File: config.mk
export PLATFORM = sky130hd
export DESIGN_NAME = seq_rca_adder
export DESIGN_NICKNAME = d
export VERILOG_FILES = /design/src/rtl/seq_rca_adder.sv
export SDC_FILE = /design/constraint.sdc
export NUM_CORES = 1
export LEC_CHECK = 0
export CAP_MARGIN = 20
export CORE_MARGIN = 8
export CORE_UTILIZATION = 25
export CTS_BUF_LIST = sky130_fd_sc_hd__clkbuf_4
export CTS_CLUSTER_DIAMETER = 30
export DETAILED_ROUTE_END_ITERATION = 8
export HOLD_SLACK_MARGIN = 0.12
export PLACE_DENSITY = 0.5
export SETUP_SLACK_MARGIN = 0.2
export SYNTH_ARGS = -nofsm -noshare
export SYNTH_HDL_FRONTEND = slang
export SYNTH_SLANG_ARGS = --single-unit
File: constraint.sdc
create_clock -name clk -period 5.15 [get_ports clk]
set_clock_uncertainty 0.15 [all_clocks]
set_input_delay 1.03 -clock clk [delete_from_list [all_inputs] [get_ports clk]]
set_output_delay 1.03 -clock clk [all_outputs]
set_load 0.1 [all_outputs]
File: src/rtl/seq_rca_adder.sv
// Digit-serial ripple-carry add/sub unit: DIGIT bits per cycle, start/done handshake.
// Optional macro SEQ_RCA_SAT_EN saturates Res to the signed limit on overflow.
module seq_rca_adder #(
  parameter int unsigned WIDTH = 16,
  parameter int unsigned DIGIT = 4
) (
  input  logic             clk,
  input  logic             rst_n,
  input  logic             start,
  input  logic [WIDTH-1:0] A,
  input  logic [WIDTH-1:0] B,
  input  logic             Cin,
  input  logic             Sub,
  output logic             busy,
  output logic             done,
  output logic [WIDTH-1:0] Res,
  output logic             C,
  output logic             V
);

  localparam int unsigned N     = WIDTH / DIGIT;
  localparam int unsigned CNT_W = (N > 1) ? $clog2(N) : 1;

  typedef enum logic [1:0] {
    S_IDLE = 2'd0,
    S_RUN  = 2'd1,
    S_DONE = 2'd2
  } state_t;

  state_t             r_state;
  logic [WIDTH-1:0]   r_a;
  logic [WIDTH-1:0]   r_b;
  logic [WIDTH-1:0]   r_res;
  logic               r_carry;
  logic               r_ovf;
  logic [CNT_W-1:0]   r_cnt;

  logic [DIGIT-1:0]   w_a_dig;
  logic [DIGIT-1:0]   w_b_dig;
  logic [DIGIT:0]     w_sum;
  logic               w_c_msb_in;
  logic [WIDTH-1:0]   w_res_next;
  logic [WIDTH-1:0]   w_res_final;

  // One ripple slice; the carry into the slice MSB is recovered from the MSB sum bit.
  assign w_a_dig    = r_a[DIGIT-1:0];
  assign w_b_dig    = r_b[DIGIT-1:0];
  assign w_sum      = {1'b0, w_a_dig} + {1'b0, w_b_dig} + (DIGIT+1)'(r_carry);
  assign w_c_msb_in = w_a_dig[DIGIT-1] ^ w_b_dig[DIGIT-1] ^ w_sum[DIGIT-1];

  generate
    if (DIGIT == WIDTH) begin : g_single
      assign w_res_next = w_sum[DIGIT-1:0];
    end else begin : g_multi
      assign w_res_next = {w_sum[DIGIT-1:0], r_res[WIDTH-1:DIGIT]};
    end
  endgenerate

`ifdef SEQ_RCA_SAT_EN
  logic r_a_sign;
  assign w_res_final = !r_ovf ? r_res :
                       r_a_sign ? {1'b1, {(WIDTH-1){1'b0}}} : {1'b0, {(WIDTH-1){1'b1}}};
`else
  assign w_res_final = r_res;
`endif

  // Control FSM, datapath registers and registered outputs.
  always_ff @(posedge clk or negedge rst_n) begin
    if (!rst_n) begin
      r_state <= S_IDLE;
      r_a     <= '0;
      r_b     <= '0;
      r_res   <= '0;
      r_carry <= 1'b0;
      r_ovf   <= 1'b0;
      r_cnt   <= '0;
      busy    <= 1'b0;
      done    <= 1'b0;
      Res     <= '0;
      C       <= 1'b0;
      V       <= 1'b0;
`ifdef SEQ_RCA_SAT_EN
      r_a_sign <= 1'b0;
`endif
    end else begin
      done <= 1'b0;
      case (r_state)
        S_IDLE: begin
          if (start) begin
            r_a     <= A;
            r_b     <= Sub ? ~B : B;
            r_carry <= Sub | Cin;
            r_cnt   <= '0;
            busy    <= 1'b1;
            r_state <= S_RUN;
`ifdef SEQ_RCA_SAT_EN
            r_a_sign <= A[WIDTH-1];
`endif
          end
        end
        S_RUN: begin
          r_res   <= w_res_next;
          r_carry <= w_sum[DIGIT];
          r_ovf   <= w_c_msb_in ^ w_sum[DIGIT];
          r_a     <= r_a >> DIGIT;
          r_b     <= r_b >> DIGIT;
          if (r_cnt == CNT_W'(N - 1)) begin
            r_cnt   <= '0;
            busy    <= 1'b0;
            r_state <= S_DONE;
          end else begin
            r_cnt <= r_cnt + CNT_W'(1);
          end
        end
        S_DONE: begin
          Res     <= w_res_final;
          C       <= r_carry;
          V       <= r_ovf;
          done    <= 1'b1;
          r_state <= S_IDLE;
        end
        default: r_state <= S_IDLE;
      endcase
    end
  end

endmodule

== After elaboration in Yosys (flattened, before gate mapping) ==
Cells that the tools add are included.

* Bits in registers: 74
* Logic and storage cells: 47

* $add $sub $neg: 3
* Eq/ne operators: 5
* Muxes and demuxes: 17
* Bitwise gates (word level): 5
* Reductions and logical operators: 5

{| class="wikitable"
|+ Operators with widths
! operator !! number
|-
| $pmux W16 S2 || 2
|-
| $mux W16 || 3
|-
| $not A16 Y16 || 1
|-
| $mux W2 || 4
|-
| $pmux W2 S2 || 2
|-
| $add A4 B4 Y5 || 1
|-
| $add A5 B1 Y5 || 1
|-
| $eq A2 B2 Y1 const B || 2
|-
| $mux W1 || 4
|-
| $ne A2 B2 Y1 const B || 2
|-
| $pmux W1 S2 || 2
|-
| $reduce_and A2 Y1 || 2
|-
| $reduce_and A3 Y1 || 1
|-
| $xor A1 B1 Y1 || 3
|-
| $add A2 B1 Y2 const B || 1
|-
| $eq A2 B1 Y1 const B || 1
|-
| $logic_not A2 Y1 || 1
|-
| $reduce_bool A2 Y1 || 1
|-
| $or A1 B1 Y1 || 1
|}

== Depth between registers and ports, before layout ==
Gate-level depths: netlist of run 1.

* Depth after elaboration: 4
* Depth in mapped cells: 6
* Depth with buffers taken out: 6

== Worst setup path before layout of run 1 ==
No wires, ideal clock.

* Path kind: flip-flop to flip-flop
* Start point: register r_a[0]
* End point: register r_carry
* Data arrival time: 1.859 ns
* Data required time: 4.879 ns
* Path slack: 3.020 ns
* Cell stages (with the launch flop): 7
* Path buffers: 0
* Cells stage by stage: dfrtp_1 fa_1 fa_1 a21o_1 a21oi_1 a22oi_1 o22a_1

* Longest elaborated chain between the ends: 3

{| class="wikitable"
|+ RTL lines
! item !! line !! source
|-
| start: declaration || 31 || <nowiki>logic [WIDTH-1:0] r_a;</nowiki>
|-
| start signal: assignment || 105 || <nowiki>r_a <= r_a >> DIGIT;</nowiki>
|-
| $add A4 B4 Y5 || 48 || <nowiki>assign w_sum = {1'b0, w_a_dig} + {1'b0, w_b_dig} + (DIGIT+1)'(r_carry);</nowiki>
|-
| $add A5 B1 Y5 || 48 ||
|-
| $pmux W1 S2 || 87 || <nowiki>case (r_state)</nowiki>
|-
| end signal: assignment || 92 || <nowiki>r_carry <= Sub | Cin;</nowiki>
|-
| end signal: assignment || 103 || <nowiki>r_carry <= w_sum[DIGIT];</nowiki>
|-
| end: declaration || 34 || <nowiki>logic r_carry;</nowiki>
|}

Every way passes these cells.
A chain may end at the register's enable or synchronous reset.

== Worst setup path in the final report of run 1 ==
* Start point: register C
* End point: output C

{| class="wikitable"
|+ RTL lines
! item !! line !! source
|-
| start: declaration || 17 || <nowiki>output logic C,</nowiki>
|-
| start signal: assignment || 117 || <nowiki>C <= r_carry;</nowiki>
|}

No word-level cell between the ends.

==> results of run 1 <==
## final cells by class
type                    instances  area [um^2]  area share
clock inverters                 7        70.07     0.01672
inverters                       4        27.53    0.006567
well taps                     176        220.2     0.05254
clock buffers                   9        67.56     0.01612
flip-flops and latches         74         1852      0.4418
multi-input cells             167         1396      0.3331
repair buffers                 56        558.0      0.1331
## state kept, by name, indices dropped and copies added (netlist names), 2 cells and up
signal   count
r_b         16
r_cnt        2
Res         16
r_res       16
r_state      2
r_a         16
## routing by layer
metal / track usage / share of wire / vias to the layer above
met4: 0.03028 / 0.012 / 0
met3: 0.02990 / 0.050 / 8
met5: 0 / 0 / -
met1: 0.1102 / 0.50 / 1034
li1: - / - / 1042
met2: 0.1173 / 0.44 / 56
## report_power, final
group / total (mW) / internal [mW] / switching, mW
logic: 1.62 / 0.634 / 0.987
clock network: 0.354 / 0.147 / 0.207
registers: 1.05 / 0.857 / 0.192
total: 3.02 / 1.64 / 1.39
## synth_stat cells
cell type                 count  share of area
sky130_fd_sc_hd__a22o_1       8          0.021
sky130_fd_sc_hd__nor2_1      28          0.031
sky130_fd_sc_hd__o21ai_2      1         0.0026
sky130_fd_sc_hd__buf_4        3         0.0066
sky130_fd_sc_hd__nand2_8      1         0.0059
sky130_fd_sc_hd__a21oi_2     19          0.049
sky130_fd_sc_hd__ha_1         4          0.015
sky130_fd_sc_hd__mux2_2      11          0.036
sky130_fd_sc_hd__o31ai_1      1         0.0022
sky130_fd_sc_hd__nor2b_1      1         0.0018
sky130_fd_sc_hd__o22ai_1     24          0.044
sky130_fd_sc_hd__nand2_1      4         0.0044
sky130_fd_sc_hd__inv_1        2         0.0022
sky130_fd_sc_hd__nor2_4       1         0.0033
sky130_fd_sc_hd__o21ai_1      2         0.0029
sky130_fd_sc_hd__mux2_4      21          0.093
sky130_fd_sc_hd__inv_8        1         0.0033
sky130_fd_sc_hd__o21ai_0      3         0.0044
sky130_fd_sc_hd__buf_6        8          0.026
sky130_fd_sc_hd__buf_2        4         0.0059
sky130_fd_sc_hd__fa_1         2          0.012
sky130_fd_sc_hd__o22a_1       1         0.0026
sky130_fd_sc_hd__nand2_4      2         0.0066
sky130_fd_sc_hd__a22oi_1      1         0.0022
sky130_fd_sc_hd__xnor2_1      2         0.0051
sky130_fd_sc_hd__dfrtp_1     74           0.54
sky130_fd_sc_hd__xor2_1      17          0.044
sky130_fd_sc_hd__nor2_2       1         0.0018
sky130_fd_sc_hd__inv_6        1         0.0026
sky130_fd_sc_hd__a32o_1       1         0.0029
sky130_fd_sc_hd__a21o_1       2         0.0044
sky130_fd_sc_hd__a21oi_1      9          0.013
## path summary, 6_finish.rpt
check | cells past startpoint | endpoint | start | slack (ps)
max in group asynchronous | 1 | busy | rst_n | 3630
worst min-delay path | 1 | r_cnt[1] | r_cnt[1] | 360
worst max register to register | 6 | r_carry | r_a[0] | 2850
min in group asynchronous | 1 | Res[1] | rst_n | 600
worst max-delay path | 1 | C | C | 2030
worst min register to register | 1 | r_cnt[1] | r_cnt[1] | 360
## cell families after synthesis
family,Yosys count,share of synthesized area
AND/OR/NAND/NOR,38,0.05470
XOR/XNOR,19,0.04883
flip-flops,74,0.5433
multiplexers,32,0.1289
buffers and inverters,19,0.04699
adder cells (fa/ha/maj),6,0.02643
AO/OA/AOI/OAI,72,0.1509
## per-stage QoR
stage | instance area (um^2) | setup WS, ps | utilization | cells
after floorplan | 3408 | 3020 | - | 260
after global placement | 4054 | 2292 | 0.3049 | 477
after detailed placement | 4054 | 2266 | 0.3049 | 477
after CTS | 4192 | 1956 | 0.3153 | 493
after global routing | 4192 | 1918 | 0.3153 | 493
final | 4192 | 2025 | 0.3153 | 493
==> impl_results.md, run 1 <==
- Clk Tree Root Cell: sky130_fd_sc_hd__clkbuf_4
- Number of endpoints with negative hold slack in the final report: 0
- Max rail drop VDD: 180.4 uV
- Slowest library cell on the worst path: sky130_fd_sc_hd__clkdlybuf4s50_1
- Count of clock tree sinks: 74
- Synth Cell Area: 3408 um^2
- Synthesized area divided by synthesized cell count: 13.11 um^2
- Largest net degree at the start of global routing: 75
- Clock-pin slew on the worst setup and hold paths: 110 ps
- Yosys warns: 0
- Unique masters post-synth: 32
- Count of standard-cell rows: 42
- First DRT Iteration DRCs: 94
- Number of gates given a new drive strength after cts: 0
- Buf+Inv Stages, Crit Path: 1
- Post-synthesis register bit count: 74
- Highest clock rate: 0.3200 GHz
- Syn Inst Count: 260
- Slew HR: 0.3376
- Clock network latency to the later pin of the worst-skew pair: between 400 and 500 ps
- Min cycle time layout: 3125 ps
- Remaining DRCs: 0
- IO Count: 57
- Setup Viol. Count Final: 0
- Number of port buffers: 56
- Aggregate global routing overflow: 0
- Category of cells accounting for the largest share of critical-path delay: buffers and inverters
- Via count of the first global-routing pass: about 2.2k
- Reported leakage power: 1.798 nW
- Setup TNS: 0 ps
- Minimum hold slack: about 360 ps
- Diodes inserted: 0
- Hold-fix buffers, CTS: 0
- Most common cell after layout, fill and taps aside: sky130_fd_sc_hd__dfrtp_1
- Antenna-violating nets left: 0
- Weighted congestion at the end of routability-driven global placement: 0.7106
- Max Root-Sink Buffers: 2
- Area grow syn2layout: 22.98%
- Fraction of final layout cells sized beyond drive strength 1: 0.2397
- Post-DR wirelength/cell: 14.21 um
- CTS tree: done
- Post-route total power: 3.023 mW
- Vert. Die Dim: 132.8 um
- Leading cell types in the layout, fill and taps excluded: 74 x sky130_fd_sc_hd__dfrtp_1, 55 x sky130_fd_sc_hd__clkdlybuf4s50_1, 28 x sky130_fd_sc_hd__nor2_1, 24 x sky130_fd_sc_hd__o22ai_1, 21 x sky130_fd_sc_hd__mux2_4
- Kind of capture point of the worst setup path: output pin
- Area enclosed by the die boundary: 17,630 um^2
- Number of detailed-routing iterations run before antenna repair: 4
- Final worst path period share: 0.6067
- Worst hold path class: reg -> reg
- Data arrival time of the critical path: 1940 ps
- Vias/cell: 4.341
- Horizontal die dimension: roughly 130 um
- Total of max-cap violations: 0
- Least-Margin Pin Slew: 990.4 ps
- Number of max-slew violations in the final report: 0
- Power density of the placed cells: 721.3 nW/um^2
- Initial cell density of the core: 0.2564
- Highest cell delay on the worst timing path: 1150 ps
- TritonCTS buffer count: 9
- Global-route total usage across every layer: 0.08205
- CTS HTree Levels: 3
- Total wire length after detailed routing: 7.007 mm
- Area of the core: 13,300 um^2
- Post-Synthesis Net Count: roughly 300
- Number of nets in the layout: between 300 and 400
- Peak fanout along the critical path: 2
- Sequential fraction of the synthesis area: 0.5433
- Antenna violations before repair: 0
- Total number of vias: around 2.1k
- Required time reported for the critical path endpoint: 3970 ps
- Ordered cell list for the critical path: clkdlybuf4s50_1
- Unrepaired setup endpoints after global routing: false
- Critical Path Start Type: register
- Fillers: 1,354
- First-pass GRT wire length: 11.65 mm
- Setup Buffers After CTS: 0
- Crit path kind: reg -> out
- Run status: finished clean
- Post-detailed-placement half-perimeter wirelength: 4.737 mm
(Power assumes the default switching activity.)
==> run 2: changes to the inputs <==
--- a/config.mk
+++ b/config.mk
@@ -12,7 +12,7 @@
 export CTS_CLUSTER_DIAMETER = 30
 export DETAILED_ROUTE_END_ITERATION = 8
 export HOLD_SLACK_MARGIN = 0.12
-export PLACE_DENSITY = 0.5
+export PLACE_DENSITY = 0.51
 export SETUP_SLACK_MARGIN = 0.2
 export SYNTH_ARGS = -nofsm -noshare
 export SYNTH_HDL_FRONTEND = slang
==> constraint.sdc (replaced) <==
create_clock -name clk -period 2.55 [get_ports clk]
set_clock_uncertainty 0.15 [all_clocks]
set_input_delay 0.51 -clock clk [delete_from_list [all_inputs] [get_ports clk]]
set_output_delay 0.51 -clock clk [all_outputs]
set_load 0.1 [all_outputs]
==> run 2 against run 1 <==
Die area is the same. Combinational power grew 100%. Design area is 1.6% higher. Critical path depth grew 5. Register-to-register slack lost 2500 ps. Flip-flop and latch count is the same. Count of clock-buffer cells in the layout unchanged. Final cell count is 0.81% higher. Clock power rose to 2.7 times the previous value. Worst setup slack lost 1700 ps. Largest power group unchanged.
==> impl_results.md, run 2 (synthesis gave the netlist of run 1 again) <==
- Max rail drop VDD: 368.5 uV (+100%)
- Clk Tree Root Cell: sky130_fd_sc_hd__clkbuf_4
- Total number of vias: 2,159 (+0.89%)
- Net switching power: 2.845 mW (+110%)
- Min cycle time layout: between 2000 and 2500 ps
- Startpoint of the tightest hold check path: r_ovf
- Slowest library cell on the worst path: sky130_fd_sc_hd__fa_1
- Total of max-cap violations: 0 (unchanged)
- Final worst path period share: 0.8702
- Antenna violations before repair: 0 (unchanged)
- Power density of the placed cells: 1493 nW/um^2 (+110%)
- Highest cell delay on the worst timing path: 470 ps (-680 ps)
- Sequential share of power: 0.333 (-0.014)
- Number of detailed-routing iterations run before antenna repair: 4 (unchanged)
- Count of standard-cell rows: 42 (unchanged)
- Ordered cell list for the critical path: fa_1 -> fa_1 -> a21o_1 -> a21oi_2 -> a22oi_1 -> o22a_1
- Vias/cell: 4.344 (about the same)
- Number of max-slew violations in the final report: 0 (unchanged)
- Fillers: 1,380 (+1.9%)
- Slack of the worst reg-to-reg path: 330 ps (-2520 ps)
- TritonCTS buffer count: 9 (unchanged)
- Category of cells accounting for the largest share of critical-path delay: adder cells
- Unrepaired setup endpoints after global routing: false
- Setup Viol. Count Final: 0 (unchanged)
- Least-Margin Pin Slew: 595.3 ps (-395.2 ps)
- Antenna-violating nets left: 0 (unchanged)
- Number of nets in the layout: 359 (+1.1%)
- Global-route total usage across every layer: 0.08673 (+0.004675)
- Area enclosed by the die boundary: 17,630 um^2 (unchanged)
- Via count of the first global-routing pass: 2,277 (+5.1%)
- First DRT Iteration DRCs: 116 (+23%)
- Worst hold path stage count: 2 (+1)
- Critical Path Start Type: register
- Max Root-Sink Buffers: 2 (unchanged)
- Required time reported for the critical path endpoint: 2720 ps (-1250 ps)
- Fraction of final layout cells sized beyond drive strength 1: 0.3115 (+0.07178)
- Clock network latency to the later pin of the worst-skew pair: 420 ps (about the same)
- Count of clock tree sinks: 74 (unchanged)
- Setup Buffers After CTS: 0 (unchanged)
- Peak fanout along the critical path: 2 (unchanged)
- Critical R2R Launch: r_a[0]
- Crit path kind: reg -> reg
- Total wire length after detailed routing: 7.190 mm (+2.6%)
- Post-detailed-placement half-perimeter wirelength: 5.168 mm (+9.1%)
- Critical R2R Capture: r_carry
- Reg2reg path depth: 6 (unchanged)
- Horizontal die dimension: 132.8 um (unchanged)
- Initial cell density of the core: 0.2564 (unchanged)
- Aggregate global routing overflow: 0 (unchanged)
- Reported leakage power: 1.874 nW (+4.3%)
- Run status: finished clean
- First-pass GRT wire length: 12.23 mm (+5.0%)
- Buf+Inv Stages, Crit Path: 0 (-1)
- Clock-pin slew on the worst setup and hold paths: 130 ps (+20 ps)
- Largest net degree at the start of global routing: 44 (-41%)
- Worst Hold End: r_ovf
- Clock network fraction of design power: 0.149 (+0.032)
- Diodes inserted: 0 (unchanged)
- Setup TNS: 0 ps (unchanged)
- CTS HTree Levels: 3 (unchanged)
- Remaining DRCs: 0 (unchanged)
- Vert. Die Dim: 132.8 um (unchanged)
- CTS tree: done
- Area used by multi-input combinational logic: 1400 um^2 (+0.27%)
- Number of cells on the critical path: 6 (+5)
- Data arrival time of the critical path: 2390 ps (+450 ps)
- Area of the core: 13,300 um^2 (unchanged)
- Kind of capture point of the worst setup path: register
- Post-DR wirelength/cell: 14.47 um (+1.8%)
- Most Frequent Cell on Critical Path: sky130_fd_sc_hd__fa_1
- IO Count: 57 (unchanged)
- Weighted congestion at the end of routability-driven global placement: 0.6994 (-1.6%)
- Number of port buffers: 56 (unchanged)
- Leading cell types in the layout, fill and taps excluded: 74 x sky130_fd_sc_hd__dfrtp_1, 35 x sky130_fd_sc_hd__clkdlybuf4s50_1, 28 x sky130_fd_sc_hd__nor2_1, 24 x sky130_fd_sc_hd__o22ai_1, 22 x sky130_fd_sc_hd__buf_4
- Slew HR: 0.6032 (+0.2655)
- Post-Layout Inst Area: 4257 um^2 (+1.6%)
- Number of endpoints with negative hold slack in the final report: 0 (unchanged)
- Combinational cell fraction of total power: 0.518 (-0.018)
- Area grow syn2layout: 24.89%
- Worst hold path class: reg -> reg
- Fraction of power spent switching nets: 0.4478 (-0.01056)
- Internal power consumption: 3.509 mW (+110%)
- Instance area after placement: 4051 um^2 (about the same)
- Seq. cell area: 1852 um^2 (unchanged)
- Highest clock rate: 0.4507 GHz
- Most common cell after layout, fill and taps aside: sky130_fd_sc_hd__dfrtp_1
-- run 2: layout make-up --
type                            count  share of cell area
Sequential cell                    74              0.4350
Tap cell                          176             0.05173
Multi-Input combinational cell    167              0.3289
Timing Repair Buffer               60              0.1329
Clock inverter                      7             0.02910
Inverter                            4            0.006467
Clock buffer                        9             0.01587
-- run 2: routing by layer --
| layer | share of wire | GRT usage |
|---|---|---|
| met4 | 0.0068 | 0.02271 |
| met2 | 0.43 | 0.1227 |
| met1 | 0.50 | 0.1153 |
| met5 | 0 | 0 |
| met3 | 0.057 | 0.04088 |
-- run 2: how the worst max path moves through the flow --
stage               to  slack (ps)   start
6_report       r_carry         330  r_a[0]
5_1_grt        r_carry         230  r_a[0]
4_1_cts        r_carry         260  r_a[0]
3_5_place_dp   r_carry         270  r_a[0]
3_3_place_gp   r_carry         330  r_a[0]
2_1_floorplan  r_carry         420  r_a[0]
-- run 2: tightest hold or removal path: stages (launching register included) --
cell and delay [ps]:
sky130_fd_sc_hd__dfrtp_1 360, sky130_fd_sc_hd__nand2_1 50, sky130_fd_sc_hd__o21ai_1 60
-- run 2: power by group through the flow --
stage,sequential (mW),clock (mW),combinational (mW)
3_5_place_dp,2.16,0,3.32
6_report,2.12,0.946,3.29
5_1_grt,2.20,1.03,3.55
4_1_cts,2.13,0.980,3.32
2_1_floorplan,3.02,0,1.81
3_3_place_gp,2.13,0,3.26
-- run 2: timing repair --
action,in CTS,in global routing
resized for setup,0,1
hold buffers,1,0
endpoints found under the hold margin,42,0
endpoints found under the setup margin,0,1
-- run 2: stage by stage --
step	worst slack, ps	hold slack, ps	power, mW	util	std cells
2_1_floorplan	419.9	64.41	4.833	-	260
3_3_place_gp	327.5	324.1	5.394	0.3047	480
3_5_place_dp	268.3	323.8	5.477	0.3047	480
4_1_cts	261.4	353.5	6.432	0.3199	497
5_1_grt	234.7	374.2	6.780	0.3202	497
6_report	331.1	345.9	6.354	0.3202	497
